$ cat config.mk
export PLATFORM = sky130hd
export DESIGN_NAME = axi_read_initiator
export DESIGN_NICKNAME = d
export VERILOG_FILES = /design/src/rtl/axi_read_initiator.sv
export SDC_FILE = /design/constraint.sdc
export NUM_CORES = 1
export LEC_CHECK = 0
export CAP_MARGIN = 10
export CORE_MARGIN = 3
export CORE_UTILIZATION = 42
export CTS_CLUSTER_SIZE = 14
export DETAILED_ROUTE_END_ITERATION = 8
export GPL_ROUTABILITY_DRIVEN = 0
export GPL_TIMING_DRIVEN = 0
export PLACE_DENSITY = 0.89
export SLEW_MARGIN = 20
export SYNTH_ARGS = -nofsm -noshare
export SYNTH_HDL_FRONTEND = slang
export SYNTH_SLANG_ARGS = --single-unit
$ cat constraint.sdc
create_clock -name clk -period 3 [get_ports clk]
set_input_delay 0.3 -clock clk [delete_from_list [all_inputs] [get_ports clk]]
set_output_delay 0.3 -clock clk [all_outputs]
set_load 0.03 [all_outputs]
$ cat src/rtl/axi_read_initiator.sv
// axi_read_initiator
//   AXI4 read-channel initiator for one arbiter port. It takes a single CPU-side
//   read command, requests the bus, issues one AR transfer, and streams each R
//   beat back to the requester with data and error status. A misaligned command
//   or a stalled data phase produces a single error/last response instead.
//
// Ports
//   clk, resetn                        clock, asynchronous active-low reset
//   req_valid/req_ready                command handshake (ready only in IDLE)
//   req_addr/req_len/req_size          byte address, beats-1, log2 bytes per beat
//   bus_req/grant                      arbiter request and grant vector
//   araddr/arvalid/arready/arid/
//   arlen/arsize/arburst               AXI AR channel (registered, INCR, constant id)
//   rvalid/rready/rdata/rresp/
//   rlast/rid                          AXI R channel
//   rsp_valid/rsp_ready/rsp_data/
//   rsp_err/rsp_last                   per-beat response to the requester
module axi_read_initiator #(
    parameter int MASTER_IDX      = 0,
    parameter int MAX_BEATS       = 8,
    parameter int TIMEOUT         = 255,
    parameter int ID              = 0,
    parameter int DATA_WIDTH      = 32,
    parameter int ALEN            = 8,
    parameter int ASIZE           = 3,
    parameter int ABURST          = 2,
    parameter int ID_WIDTH        = 4,
    parameter int ACERR_WIDTH     = 2,
    parameter int NUM_ARB_MASTERS = 2
) (
    input  logic                       clk,
    input  logic                       resetn,
    input  logic                       req_valid,
    output logic                       req_ready,
    input  logic [DATA_WIDTH-1:0]      req_addr,
    input  logic [ALEN-1:0]            req_len,
    input  logic [ASIZE-1:0]           req_size,
    output logic                       bus_req,
    input  logic [NUM_ARB_MASTERS-1:0] grant,
    output logic [DATA_WIDTH-1:0]      araddr,
    output logic                       arvalid,
    input  logic                       arready,
    output logic [ID_WIDTH-1:0]        arid,
    output logic [ALEN-1:0]            arlen,
    output logic [ASIZE-1:0]           arsize,
    output logic [ABURST-1:0]          arburst,
    input  logic                       rvalid,
    output logic                       rready,
    input  logic [DATA_WIDTH-1:0]      rdata,
    input  logic [ACERR_WIDTH-1:0]     rresp,
    input  logic                       rlast,
    input  logic [ID_WIDTH-1:0]        rid,
    output logic                       rsp_valid,
    input  logic                       rsp_ready,
    output logic [DATA_WIDTH-1:0]      rsp_data,
    output logic                       rsp_err,
    output logic                       rsp_last
);

    localparam logic [ALEN-1:0]            LEN_MAX   = ALEN'(MAX_BEATS - 1);
    localparam logic [ID_WIDTH-1:0]        ID_V      = ID_WIDTH'(ID);
    localparam logic [NUM_ARB_MASTERS-1:0] GRANT_SEL = NUM_ARB_MASTERS'(1) << MASTER_IDX;
    // Top bit of RRESP marks SLVERR/DECERR.
    localparam logic [ACERR_WIDTH-1:0]     RESP_ERR  = ACERR_WIDTH'(1) << (ACERR_WIDTH - 1);
    localparam logic [15:0]                TO_LIMIT  = 16'(TIMEOUT);

    typedef enum logic [2:0] {IDLE, ARB, ADDR, DATA, ERR} state_t;

    state_t                state;
    logic [ALEN-1:0]       beat_cnt;
    logic [15:0]           to_cnt;
    logic [DATA_WIDTH-1:0] align_mask;
    logic                  misaligned;
    logic                  granted;
    logic                  cnt_last;
    logic                  beat;
    logic                  timeout_hit;

    assign arid    = ID_V;
    assign arburst = ABURST'(1);

    always_comb begin
        align_mask  = ~({DATA_WIDTH{1'b1}} << req_size);
        misaligned  = |(req_addr & align_mask);
        granted     = |(grant & GRANT_SEL);
        cnt_last    = (beat_cnt == arlen);
        beat        = (state == DATA) && rvalid && rsp_ready;
        timeout_hit = (TIMEOUT != 0) && !rvalid && ((to_cnt + 16'd1) == TO_LIMIT);
        req_ready   = (state == IDLE);

        rready    = 1'b0;
        rsp_valid = 1'b0;
        rsp_data  = '0;
        rsp_err   = 1'b0;
        rsp_last  = 1'b0;
        case (state)
            DATA: begin
                rready    = rsp_ready;
                rsp_valid = rvalid;
                rsp_data  = rdata;
                rsp_last  = cnt_last;
                // A missing or early rlast is reported as an error on that beat.
                rsp_err   = (|(rresp & RESP_ERR)) || (rid != ID_V) || (rlast != cnt_last);
            end
            ERR: begin
                rsp_valid = 1'b1;
                rsp_err   = 1'b1;
                rsp_last  = 1'b1;
            end
            default: ;
        endcase
    end

    always_ff @(posedge clk or negedge resetn) begin
        if (!resetn) begin
            state    <= IDLE;
            bus_req  <= 1'b0;
            arvalid  <= 1'b0;
            araddr   <= '0;
            arlen    <= '0;
            arsize   <= '0;
            beat_cnt <= '0;
            to_cnt   <= '0;
        end else begin
            case (state)
                IDLE: begin
                    if (req_valid) begin
                        araddr <= req_addr;
                        arlen  <= (req_len > LEN_MAX) ? LEN_MAX : req_len;
                        arsize <= req_size;
                        if (misaligned) begin
                            state <= ERR;
                        end else begin
                            state   <= ARB;
                            bus_req <= 1'b1;
                        end
                    end
                end
                ARB: begin
                    if (granted) begin
                        state   <= ADDR;
                        arvalid <= 1'b1;
                    end
                end
                ADDR: begin
                    // arvalid is held regardless of grant until the handshake.
                    if (arready) begin
                        state    <= DATA;
                        arvalid  <= 1'b0;
                        beat_cnt <= '0;
                        to_cnt   <= '0;
                    end
                end
                DATA: begin
                    if (beat) begin
                        to_cnt <= '0;
                        if (cnt_last || rlast) begin
                            state   <= IDLE;
                            bus_req <= 1'b0;
                        end else begin
                            beat_cnt <= beat_cnt + ALEN'(1);
                        end
                    end else if (timeout_hit) begin
                        state   <= ERR;
                        bus_req <= 1'b0;
                    end else if (!rvalid) begin
                        to_cnt <= to_cnt + 16'd1;
                    end
                end
                ERR: begin
                    if (rsp_ready) state <= IDLE;
                end
                default: state <= IDLE;
            endcase
        end
    end

endmodule

-- After elaboration in Yosys (flattened, before gate mapping)
Cells that the tools add are included.
- register bits after elaboration: 72
- bits in latches: 0
- memory bits (writable): 0
- memory bits (read-only): 0
- word-level logic and storage cells: 84
- memories kept: 0
- $add $sub $neg: 2
- multiply operators: 0
- div/mod/pow operators: 0
- order comparisons: 1
- equality and inequality tests: 18
- shift operators: 1
- muxes and demuxes: 33
- bitwise gates (word level): 2
- reductions and logical operators: 19
- operators with widths (operator ; number):
    $mux W16 ; 4
    $and A32 B32 Y32 ; 1
    $mux W32 ; 1
    $mux W8 ; 4
    $not A32 Y32 ; 1
    $pmux W16 S2 ; 1
    $reduce_or A32 Y1 ; 1
    $shl A32 B3 Y32 const A ; 1
    $mux W3 ; 8
    $add A16 B1 Y16 const B ; 1
    $eq A16 B8 Y1 const B ; 1
    $pmux W8 S2 ; 1
    $pmux W3 S5 ; 1
    $ne A2 B2 Y1 const B ; 7
    $pmux W1 S2 ; 5
    $ne A3 B3 Y1 const B ; 3
    $add A8 B1 Y8 const B ; 1
    $eq A8 B8 Y1 ; 1
    $gt A8 B3 Y1 const B ; 1
    $mux W1 ; 8
    $reduce_and A4 Y1 ; 2
    $eq A3 B2 Y1 const B ; 2
    $reduce_and A6 Y1 ; 1
    $reduce_bool A2 Y1 ; 3
    other kinds (12) ; 16

-- Logic depth before layout (Yosys ltp)
Gate-level depths: netlist of the first run.
- depth in word-level cells: 7
- depth in mapped cells: 10
- gate-level depth less buffers: 8

-- Worst setup path before layout of the first run
Ideal clock, no wire load.
- path kind: flip-flop to flip-flop
- start point: reg state[2]
- end point: reg araddr[10]
- data arrival time: 2.524 ns
- setup slack: 0.351 ns
- cell stages (with the launch flop): 7
- clock period less this slack: 2.649 ns
- path through: dfrtp_1 -> clkbuf_1 -> nor3_1 -> and2_1 -> clkbuf_1 -> buf_1 -> mux2_2
- longest elaborated chain between the ends: 2
- RTL lines (item ; RTL line ; source):
    start, declared ; 69 ; state_t state;
    start signal, assigned ; 116 ; state <= IDLE;
    start signal, assigned ; 132 ; state <= ERR;
    start signal, assigned ; 134 ; state <= ARB;
    $logic_not A3 Y1 ; n/a ;
    via req_ready ; 34 ; output logic req_ready,
    $reduce_and A2 Y1 (no line) ; n/a ;
    end signal, assigned ; 128 ; araddr <= req_addr;
    end, declared ; 40 ; output logic [DATA_WIDTH-1:0] araddr,
The timed path passes the listed nets, and every way through them passes these cells.
A chain may end at the register's enable or synchronous reset.

-- Final worst setup path of the first run
- start point: reg arlen[4]
- end point: out rsp_err
- longest elaborated chain between the ends: 4
- RTL lines (item ; RTL line ; source):
    start, declared ; 44 ; output logic [ALEN-1:0] arlen,
    start signal, assigned ; 129 ; arlen <= (req_len > LEN_MAX) ? LEN_MAX : req_len;
    $eq A8 B8 Y1 ; 86 ; cnt_last = (beat_cnt == arlen);
    $ne A1 B1 Y1 ; 103 ; rsp_err = (|(rresp & RESP_ERR)) || (rid != ID_V) || (rlast != cnt_last);
    $logic_or A1 B1 Y1 ; 103 ;
    $pmux W1 S2 ; 96 ; case (state)
    end, declared ; 56 ; output logic rsp_err,
Every way passes these cells.

==> results of run 1 <==
-- per-stage QoR --
stage          hold slack, ps  cell area [um2]  utilization, %  std cells
5_1_grt                   450             6040            68.0        687
2_1_floorplan            4.41             3940               -        390
6_report                  429             6040            68.0        687
3_3_place_gp              487             5760            64.8        667
3_5_place_dp              265             5780            65.0        668
4_1_cts                   434             6000            67.5        685
-- cell usage after synthesis, types with 3 or more instances --
cell type,number
dfrtp_1,72
and3_1,40
mux2_2,35
nand2_1,25
nor2_1,21
o21ai_0,21
clkbuf_1,18
nand3_1,14
xor2_1,14
a21oi_1,9
buf_4,8
nor2b_1,7
a31oi_1,6
buf_2,6
nor3_1,6
inv_1,5
o31ai_2,5
ha_1,4
nor3b_1,4
xnor2_1,4
and2_1,3
and4_1,3
nand4_1,3
o2111ai_1,3
o22a_1,3
o2bb2ai_1,3
or3_1,3
-- worst paths after layout --
check / slack (ps) / cells past startpoint / endpoint
min in group clk: 510 / 1 / araddr[13]
worst max-delay path: 150 / 8 / rsp_err
max in group asynchronous: 2020 / 3 / to_cnt[4]
worst max register to register: 270 / 9 / to_cnt[1]
worst min-delay path: 430 / 2 / araddr[7]
worst min register to register: 510 / 1 / araddr[13]
-- cell families after synthesis --
family | Yosys count | synth area share, %
and+or+nand+nor | 145 | 20.7
DFF | 72 | 46.0
AOI/OAI and AO/OA | 69 | 12.6
buffers and inverters | 41 | 5.11
muxes | 35 | 10.1
xor gates and xnor gates | 18 | 4.02
adders and majority gates | 4 | 1.28
other | 2 | 0.192
-- final cells by class --
type	count	area share, %
plain buffers	36	3.04
clock buffers	9	2.05
clock inverters	7	1.57
inverters	5	0.311
multi-input cells	277	32.3
flip-flops and latches	72	29.8
well taps	108	2.24
repair buffers	173	28.7
-- worst register-to-register path: cells and delay by family (launching register included) --
family          cells  cell delay, ps
compound gates      3             750
fa+ha+maj           1             150
buf+inv             2             290
flops               1             430
simple gates        3            1000
-- power breakdown --
| group | internal [mW] | total (mW) | switching, mW |
|---|---|---|---|
| clock | 0.469 | 0.841 | 0.372 |
| sequential | 1.25 | 1.40 | 0.146 |
| combinational | 0.965 | 2.14 | 1.17 |
| total | 2.68 | 4.38 | 1.69 |
-- repair_timing --
item | CTS | global route
resized for setup | 6 | 11
hold endpoints to repair | 32 | 0
setup endpoints to repair | 1 | 5
buffers inserted | 0 | 2
pin swaps | 0 | 2
hold buffers | 1 | 0
-- cell usage in the layout, fill, tap and decap left out, types with 12 or more instances in the layout --
cell and n:
clkdlybuf4s50_1 167, dfrtp_1 72, and3_1 40, mux2_2 35, nand2_1 25, nor2_1 21
o21ai_0 20, clkbuf_1 16, nand3_1 14, xor2_1 14, buf_4 12
-- flip-flops by register name, indices dropped and copies added (netlist names) --
name and count:
arvalid 1, bus_req 1, arlen 8, araddr 32, arsize 3, beat_cnt 8
to_cnt 16, state 3
-- routing by layer --
metal,track usage [%],share of wire (%),vias up
met5,0,0,-
met4,6.86,1.8,0
met3,6.09,9.1,18
met2,36.4,50,212
met1,25.0,40,1758
li1,-,-,1762
==> impl_metrics.json, run 1 <==
{
  "antenna_cells": 0,
  "clock_latency_ps": 340,
  "synth-edff-count": 0,
  "leakagePower_nw": 2.64,
  "h-tree-depth": 3,
  "status": "finished, final reports clean",
  "finalSetupTns_ps": 0,
  "arrival_ps": 2550,
  "regArea_um2": 1800,
  "max-vdd-ir-drop_mv": 0.424,
  "cp_top_family": "simple AND/OR/NAND/NOR gates",
  "period_share_pct": 95.0,
  "power.density_nw_per_um2": 724,
  "path_class": "reg2out",
  "synth_flop_cell": "dfrtp_1",
  "start_util_pct": 44.1,
  "yosysTopAreaCell": "dfrtp_1",
  "die_h_um": 103,
  "ant_nets": 0,
  "max-cap-violations": 0,
  "yosysSeqAreaShare_pct": 46.0,
  "grt_pass1_vias": 3732,
  "wl_um": 11100,
  "root_buffer": "clkbuf_8",
  "cp_data_required_time_ps": 2700,
  "tightest_slew_ps": 604,
  "vias": 3750,
  "maxSlewHeadroom_pct": 59.7,
  "reg2reg_from": "to_cnt[0]",
  "multiInputGateArea_um2": 1950,
  "fin_skew_ps": 6.78,
  "io_buffer_count": 169,
  "syn_area_per_cell_um2": 10.2,
  "grt_overflow": 0,
  "crit_start": "arlen[4]",
  "syn_to_final_growth_pct": 54.1,
  "async_flop_share_pct": 100,
  "rsz0062_at_grt": "false",
  "globalRouteTotalUtil_pct": 21.0,
  "drt_iter0_drc": 319,
  "synth_area_um2": 3920,
  "path_cells": "xor2_1 -> nor4_2 -> nand2_1 -> ha_1 -> or4_1 -> nor3_2 -> o21ai_1 -> buf_4",
  "syn_inst": 386,
  "slew_violations": 0,
  "hp-class": "in2async",
  "clockBufferDepth": 2,
  "core_um2": 8890,
  "first_pass_iters": 4,
  "fillers": 636,
  "die_area_um2": 10500,
  "drive_gt1_share_pct": 15.5,
  "numCtsBuffers": 9,
  "synthDistinctLibCells": 57,
  "dieWidth_um": 103,
  "nets": 668,
  "fin_crit_ps": 2850,
  "routedWlPerCell_um": 16.1,
  "grt_start_max_net_pins": 41,
  "start_kind": "flop",
  "cts_tree": "done",
  "yosys_warnings": 0,
  "remaining_drc_errors": 0,
  "place_ws_ps": 3.96,
  "slowest_delay_ps": 420,
  "worstSetupEndpointType": "output pin",
  "antenna_found_initial": 0,
  "crit_slowest_cell": "dfrtp_1",
  "synthTopCellsByArea": "dfrtp_1 46%, mux2_2 10%, and3_1 6.4%, xor2_1 3.1%, o21ai_0 2.7%",
  "finalPower_mw": 4.38,
  "rows": 34,
  "clock-sinks": 72,
  "cp_max_fo": 3,
  "critical_path_buf_inv_count": 1,
  "dp_hpwl_um": 8480,
  "hold_viol": 0,
  "clk_pin_slew_worst_paths_ps": 80,
  "grt_pass1_wl_um": 17700,
  "finalWorstSetupSlack_ps": 151,
  "yosys.area.top_type_share_pct": 46.0,
  "num_io_pins": 178,
  "fmax_mhz": 351,
  "setup_violations": 0,
  "ys_seq_elements": 72,
  "avgViaCountPerCell": 5.46
}
Note: power is estimated with default switching activity, not from simulation.
==> run 2, diff against run 1 <==
--- a/config.mk
+++ b/config.mk
@@ -5,6 +5,7 @@
 export SDC_FILE = /design/constraint.sdc
 export NUM_CORES = 1
 export LEC_CHECK = 0
+export ABC_CLOCK_PERIOD_IN_PS = 3000
 export CAP_MARGIN = 10
 export CORE_MARGIN = 3
 export CORE_UTILIZATION = 42
==> results of run 2 <==
Final layout, timing and power as in run 1 (identical DEF).
==> run 3, diff against run 2 <==
--- a/config.mk
+++ b/config.mk
@@ -6,7 +6,7 @@
 export NUM_CORES = 1
 export LEC_CHECK = 0
 export ABC_CLOCK_PERIOD_IN_PS = 3000
-export CAP_MARGIN = 10
+export CAP_MARGIN = 20
 export CORE_MARGIN = 3
 export CORE_UTILIZATION = 42
 export CTS_CLUSTER_SIZE = 14
==> results of run 3 <==
Final layout, timing and power as in run 1 (identical DEF).
